## config.mk

```make
export PLATFORM = sky130hd
export DESIGN_NAME = wb_commit
export DESIGN_NICKNAME = d
export VERILOG_FILES = /design/src/rtl/wb_commit_pkg.sv /design/src/rtl/wb_tag_fifo.sv /design/src/rtl/wb_commit.sv
export SDC_FILE = /design/constraint.sdc
export NUM_CORES = 1
export LEC_CHECK = 0
export ABC_AREA = 1
export ABC_CLOCK_PERIOD_IN_PS = 2600
export BUFFER_PORTS_ARGS = -buffer_cell sky130_fd_sc_hd__buf_2
export CORE_ASPECT_RATIO = 0.75
export CORE_MARGIN = 1
export CORE_UTILIZATION = 40
export CTS_CLUSTER_DIAMETER = 80
export CTS_CLUSTER_SIZE = 28
export DETAILED_ROUTE_END_ITERATION = 6
export PLACE_DENSITY = 0.64
export SLEW_MARGIN = 10
export SYNTH_ARGS = -nofsm -noshare
export SYNTH_HDL_FRONTEND = slang
export SYNTH_SLANG_ARGS = --single-unit
```

## constraint.sdc

```tcl
create_clock -name clk_i -period 2.6 [get_ports clk_i]
set_input_delay 0.39 -clock clk_i [delete_from_list [all_inputs] [get_ports clk_i]]
set_output_delay 0.39 -clock clk_i [all_outputs]
set_load 0.02 [all_outputs]
```

## src/rtl/wb_commit_pkg.sv

```systemverilog
// Shared types and defaults for the in-order writeback/commit unit.
package wb_commit_pkg;

  localparam int WB_DEPTH = 4;
  localparam int WB_AW    = 5;
  localparam int WB_DW    = 32;

  typedef enum logic {
    WB_SRC_ALU = 1'b0,
    WB_SRC_LSU = 1'b1
  } wb_src_sel;

  typedef struct packed {
    logic [4:0] waddr;
    wb_src_sel  src;
  } wb_tag_t;

endpackage

```

## src/rtl/wb_tag_fifo.sv

```systemverilog
// Circular FIFO of write tags; exposes per-entry valid/waddr so the
// owner can run a hazard compare against every outstanding write.
module wb_tag_fifo
  import wb_commit_pkg::*;
#(
  parameter int DEPTH = WB_DEPTH
) (
  input  logic                  clk,
  input  logic                  rst_n,
  input  logic                  push,
  input  wb_tag_t               push_tag,
  input  logic                  pop,
  output wb_tag_t               head_tag,
  output logic                  full,
  output logic                  empty,
  output logic [DEPTH-1:0]      entry_valid,
  output logic [DEPTH-1:0][4:0] entry_waddr
);

  localparam int PW = $clog2(DEPTH);
  localparam logic [PW:0] FULL_CNT = (PW+1)'(DEPTH);

  wb_tag_t       mem [DEPTH];
  logic [PW-1:0] wr_ptr;
  logic [PW-1:0] rd_ptr;
  logic [PW:0]   count;
  logic [PW-1:0] off;
  logic          do_push;
  logic          do_pop;

  assign full     = (count == FULL_CNT);
  assign empty    = (count == '0);
  assign do_push  = push && !full;
  assign do_pop   = pop && !empty;
  assign head_tag = mem[rd_ptr];

  // Pointers are PW bits wide, so they wrap modulo DEPTH on their own.
  always_ff @(posedge clk or negedge rst_n) begin
    if (!rst_n) begin
      wr_ptr <= '0;
      rd_ptr <= '0;
      count  <= '0;
      for (int i = 0; i < DEPTH; i++) mem[i] <= '0;
    end else begin
      if (do_push) begin
        mem[wr_ptr] <= push_tag;
        wr_ptr      <= wr_ptr + 1'b1;
      end
      if (do_pop) rd_ptr <= rd_ptr + 1'b1;
      case ({do_push, do_pop})
        2'b10:   count <= count + 1'b1;
        2'b01:   count <= count - 1'b1;
        default: count <= count;
      endcase
    end
  end

  // An entry is live when its distance from the head is below the fill count.
  always_comb begin
    off         = '0;
    entry_valid = '0;
    entry_waddr = '0;
    for (int i = 0; i < DEPTH; i++) begin
      off            = PW'(i) - rd_ptr;
      entry_valid[i] = ({1'b0, off} < count);
      entry_waddr[i] = mem[i].waddr;
    end
  end

endmodule

```

## src/rtl/wb_commit.sv

```systemverilog
// In-order writeback/commit: queues issued write tags, accepts ALU/LSU
// results in issue order, drives the RF write port and flags RAW hazards.
module wb_commit
  import wb_commit_pkg::*;
#(
  parameter int DEPTH = WB_DEPTH,
  parameter int AW    = WB_AW,
  parameter int DW    = WB_DW
) (
  input  logic          clk_i,
  input  logic          rst_ni,
  input  logic          req_rf_w_i,
  input  logic [AW-1:0] rf_waddr_i,
  input  logic          rf_soursel_i,
  output logic          tag_ready_o,
  input  logic          alu_valid_i,
  input  logic [DW-1:0] alu_result_i,
  output logic          alu_ready_o,
  input  logic          lsu_valid_i,
  input  logic [DW-1:0] lsu_rdata_i,
  output logic          lsu_ready_o,
  output logic          rf_we_o,
  output logic [AW-1:0] rf_waddr_o,
  output logic [DW-1:0] rf_wdata_o,
  input  logic [AW-1:0] rf_raddr_a_i,
  input  logic [AW-1:0] rf_raddr_b_i,
  output logic          hazard_a_o,
  output logic          hazard_b_o,
  output logic          empty_o
);

  wb_tag_t               push_tag;
  wb_tag_t               head_tag;
  logic                  full;
  logic                  empty;
  logic                  push;
  logic                  pop;
  logic [DW-1:0]         pop_data;
  logic [DEPTH-1:0]      entry_valid;
  logic [DEPTH-1:0][4:0] entry_waddr;

  // Handshakes: a transfer happens in any cycle where valid and ready are both
  // high; ready never waits on anything but registered queue state and the
  // producer's own valid, and a producer holds valid/data until it sees ready.
  assign push_tag    = '{waddr: rf_waddr_i, src: wb_src_sel'(rf_soursel_i)};
  assign tag_ready_o = !full;
  assign push        = req_rf_w_i && tag_ready_o;

  assign alu_ready_o = !empty && (head_tag.src == WB_SRC_ALU) && alu_valid_i;
  assign lsu_ready_o = !empty && (head_tag.src == WB_SRC_LSU) && lsu_valid_i;
  assign pop         = alu_ready_o || lsu_ready_o;
  assign pop_data    = lsu_ready_o ? lsu_rdata_i : alu_result_i;
  assign empty_o     = empty;

  wb_tag_fifo #(.DEPTH(DEPTH)) u_tag_fifo (
    .clk         (clk_i),
    .rst_n       (rst_ni),
    .push        (push),
    .push_tag    (push_tag),
    .pop         (pop),
    .head_tag    (head_tag),
    .full        (full),
    .empty       (empty),
    .entry_valid (entry_valid),
    .entry_waddr (entry_waddr)
  );

  // Writes to x0 are consumed but never reach the RF; address/data hold.
  always_ff @(posedge clk_i or negedge rst_ni) begin
    if (!rst_ni) begin
      rf_we_o    <= 1'b0;
      rf_waddr_o <= '0;
      rf_wdata_o <= '0;
    end else begin
      rf_we_o <= pop && (head_tag.waddr != '0);
      if (pop && (head_tag.waddr != '0)) begin
        rf_waddr_o <= head_tag.waddr;
        rf_wdata_o <= pop_data;
      end
    end
  end

  // The registered write lands before decode reads, so only queued tags count.
  always_comb begin
    hazard_a_o = 1'b0;
    hazard_b_o = 1'b0;
    for (int i = 0; i < DEPTH; i++) begin
      if (entry_valid[i] && (entry_waddr[i] == rf_raddr_a_i)) hazard_a_o = 1'b1;
      if (entry_valid[i] && (entry_waddr[i] == rf_raddr_b_i)) hazard_b_o = 1'b1;
    end
    if (rf_raddr_a_i == '0) hazard_a_o = 1'b0;
    if (rf_raddr_b_i == '0) hazard_b_o = 1'b0;
  end

  push_while_full_a : assert property (@(posedge clk_i) disable iff (!rst_ni)
    !(req_rf_w_i && !tag_ready_o))
    else $warning("wb_commit: tag push while queue full was dropped");

  one_ready_a : assert property (@(posedge clk_i) disable iff (!rst_ni)
    !(alu_ready_o && lsu_ready_o));

endmodule
```

==> summary.md <==
| Metric | Value |
|---|---|
| Die Area | `10850 um2` |
| CTS tree | `yes` |
| M3 GR Usage | `4.040%` |
| Row count | `31` |
| Synth cell types | `24` |
| Die Wd | `119.9 um` |
| GR peak layer | `met1` |
| Layout cells sized above 1 | `23.99%` |
| Largest net degree at the start of global routing | `44` |
| Setup TNS | `0 ns` |
| Chip height | `90.44 um` |
| Post-Syn Area | `4172 um2` |
| RSZ-0062 raised after global routing | `no` |
| Post-DRT Antenna Nets | `0` |
| CP required | `2.21 ns` |
| Initial Util | `42.18%` |
| Post-Route Utilization | `52.87%` |
| Placed Instances | `811` |
| Clock Skew | `0.009638 ns` |
| Crit path time final | `2.424 ns` |
| Worst setup EP type | `output port` |
| Placer Congestion | `0.9522` |
| Max Buffers Root-to-Sink | `2` |
| WL/cell | `13.99 um` |
| GR Util met2 | `32.33%` |
| Port bufs | `128` |
| Mapped Nets | `675` |
| Worst vdd ir | `0.0007120 V` |
| Max-cap violations | `0` |
| Slew @ Worst Pin | `0.6288 ns` |
| Synth top cells by count | `248 x nand2_1, 74 x nand3_1, 69 x dfrtp_1` |
| Vias | `4066` |
| Final worst slack | `0.1756 ns` |
| Initial antenna violation count | `0` |
| HPWL after DPL | `8.723 mm` |
| DR vias/cell | `4.911` |
| Vias in the first global route | `3744` |
| Post-Layout Cell Count | `828` |
| Synth Warn # | `0` |
| Setup Viol. Count Final | `0` |
| DR iter-0 viols | `282` |
| Relative slew margins | `58.08%` |
| WL final | `11.58 mm` |
| Pre-CTS WS | `0.4056 ns` |
| Main area contributors after synthesis | `dfrtp_1 41%, nand2_1 22%, nand3_1 8.9%` |
| Total Routing Usage GR | `22.28%` |
| Yosys top cell area share | `41.39%` |
| Seq/Total Area, Yosys | `41.39%` |
| Overflow after GRT | `0` |
| DRC Markers | `0` |
| Run status | `finished, final reports clean` |
| WS Path Type | `flip-flop to output port` |
| Power Dens Cells | `1414 nW/um2` |
| Root buffer cell | `clkbuf_16` |
| Inserted Diodes | `0` |
| Fmax | `412.5 MHz` |
| # IOs | `129` |
| H-tree depth | `3` |
| Hold Violations, Final | `0` |
| Synthesized area per cell | `7.192 um2` |
| Count leader, synth | `nand2_1` |
| CP Launch Type | `flip-flop` |
| Top_reg_cell synth | `dfrtp_1` |
| Total CTS buffers | `9` |
| CP arrival | `2.03 ns` |
| Pleak | `2.930 nW` |
| TritonRoute pass-1 iters | `5` |
| Hold Path Class | `primary input to async pin` |
| Synth async-reset ratio | `100.0%` |
| EDFF count, synth | `0` |
| FF+latch count, synth | `69` |
| Core area | `9891 um2` |
| Clk_lat worst skew | `0.32 ns` |
| Post-layout nets | `787` |
| First-pass GRT wire length | `19.00 mm` |
| Worst Path Max Fanout | `15` |
| Clock sinks | `69` |
| Cell taking the most area after synthesis | `dfrtp_1` |
| Clk slew on worst S/H paths | `0.06 ns` |
| Crit share post-route | `93.25%` |
| Layout area overhead | `25.34%` |
| Post-Syn Instances | `580` |
| GR Layer Usage met1 | `32.94%` |
| Slew Viols, Final | `0` |
[cells in the final DEF, fill, tap and decap left out]
master      count
buf_2         127
clkinv_2        1
inv_1          24
nor3_2          1
o21ai_2         1
clkinvlp_4      1
nor3b_1         2
bufinv_16       1
clkinv_4        1
dfrtp_1        68
buf_12          2
dfrtp_2         1
nand2_2         4
buf_4           9
a21oi_1         3
inv_4           1
nand3_1        74
ha_1            9
fa_1            1
nor2_2          2
a31oi_2         1
nor3_1          2
inv_6           1
nor2_1         26
nand3_2         1
inv_2           1
o21ai_4         1
clkbuf_8        1
o21ai_0        29
nand2_1       247
xor2_1         19
clkbuf_16       9
xnor2_1        25
[repair_timing]
item	in CTS	in global routing
gates resized for setup	0	8
buffers inserted	0	2
setup endpoints to repair	0	2
hold buffers	0	0
[metrics by stage]
stage | cell area, um2 | hold WS (ns) | power, W
floorplan | 4172 | 0.09441 | 0.004990
global placement | 4893 | 0.4454 | 0.006030
finish | 5229 | 0.08104 | 0.007395
global route | 5229 | 0.1294 | 0.008069
detailed placement | 4893 | 0.4398 | 0.006129
CTS | 5192 | 0.09193 | 0.007366
[logic make-up (layout without fill, tap and decap cells)]
kind of cell | Yosys count | after routing | share of synthesized area, %
buffers and inverters | 63 | 179 | 6.569
adders and majority gates | 10 | 10 | 3.179
DFF | 69 | 69 | 41.39
AOI/OAI and AO/OA | 35 | 35 | 4.319
and+or+nand+nor | 359 | 359 | 35.30
xor gates and xnor gates | 44 | 44 | 9.238
[registers in the layout, indices dropped and copies added (netlist names)]
| register | flops |
|---|---|
| rf_we_o | 1 |
| u_tag_fifo.rd_ptr | 2 |
| u_tag_fifo.mem | 4 |
| rf_waddr_o | 5 |
| u_tag_fifo.entry_waddr | 20 |
| rf_wdata_o | 32 |
| u_tag_fifo.wr_ptr | 2 |
| u_tag_fifo.count | 3 |
[per-layer routing]
layer | wire (um) | share of wire, %
met5 | 0 | 0
met4 | 204 | 1.8
met3 | 748 | 6.5
met2 | 5053 | 44
met1 | 5577 | 48
[power by group]
part,total (W),internal [W],switching (W),leakage [nW]
sequential,0.00213,0.00162,0.000512,0.858
clock,0.00122,0.000766,0.000451,0.145
combinational,0.00405,0.00142,0.00263,1.93
total,0.00739,0.00380,0.00359,2.93
[area by class of cell]
cell class                 count  area (um2)
clock buffer                  10       239.0
inverter                      26       100.1
tap                          132       165.2
multi-input combinational    448        2193
timing repair buffer         138       743.2
sequential                    69        1728
fill                         985        4662
clock inverter                 5       60.06
[path summary, 6_finish.rpt]
kind                                 startpoint  slack, ns  cells after the start                         to
setup reg to reg           u_tag_fifo.rd_ptr[0]       0.32                     13        u_tag_fifo.count[2]
min in group clk_i                rf_waddr_i[2]       0.37                      3  u_tag_fifo.entry_waddr[2]
hold reg to reg                   rf_wdata_o[9]       0.47                      2              rf_wdata_o[9]
setup / recovery           u_tag_fifo.rd_ptr[0]       0.18                     14                 hazard_a_o
max in group asynchronous                rst_ni       1.85                      2       u_tag_fifo.rd_ptr[1]
hold / removal                           rst_ni       0.08                      1             rf_wdata_o[27]
[worst max-delay path: stages, from the launching register on]
cell	delay, ns
dfrtp_1	0.39
inv_4	0.10
nor2_2	0.11
inv_1	0.06
nand2_2	0.07
inv_1	0.04
ha_1	0.26
nand3_1	0.09
o21ai_2	0.09
inv_1	0.05
nand3_1	0.09
nand2_1	0.07
nor2_1	0.09
nor2_1	0.05
buf_4	0.16
Power figures use the tool's default switching activity.
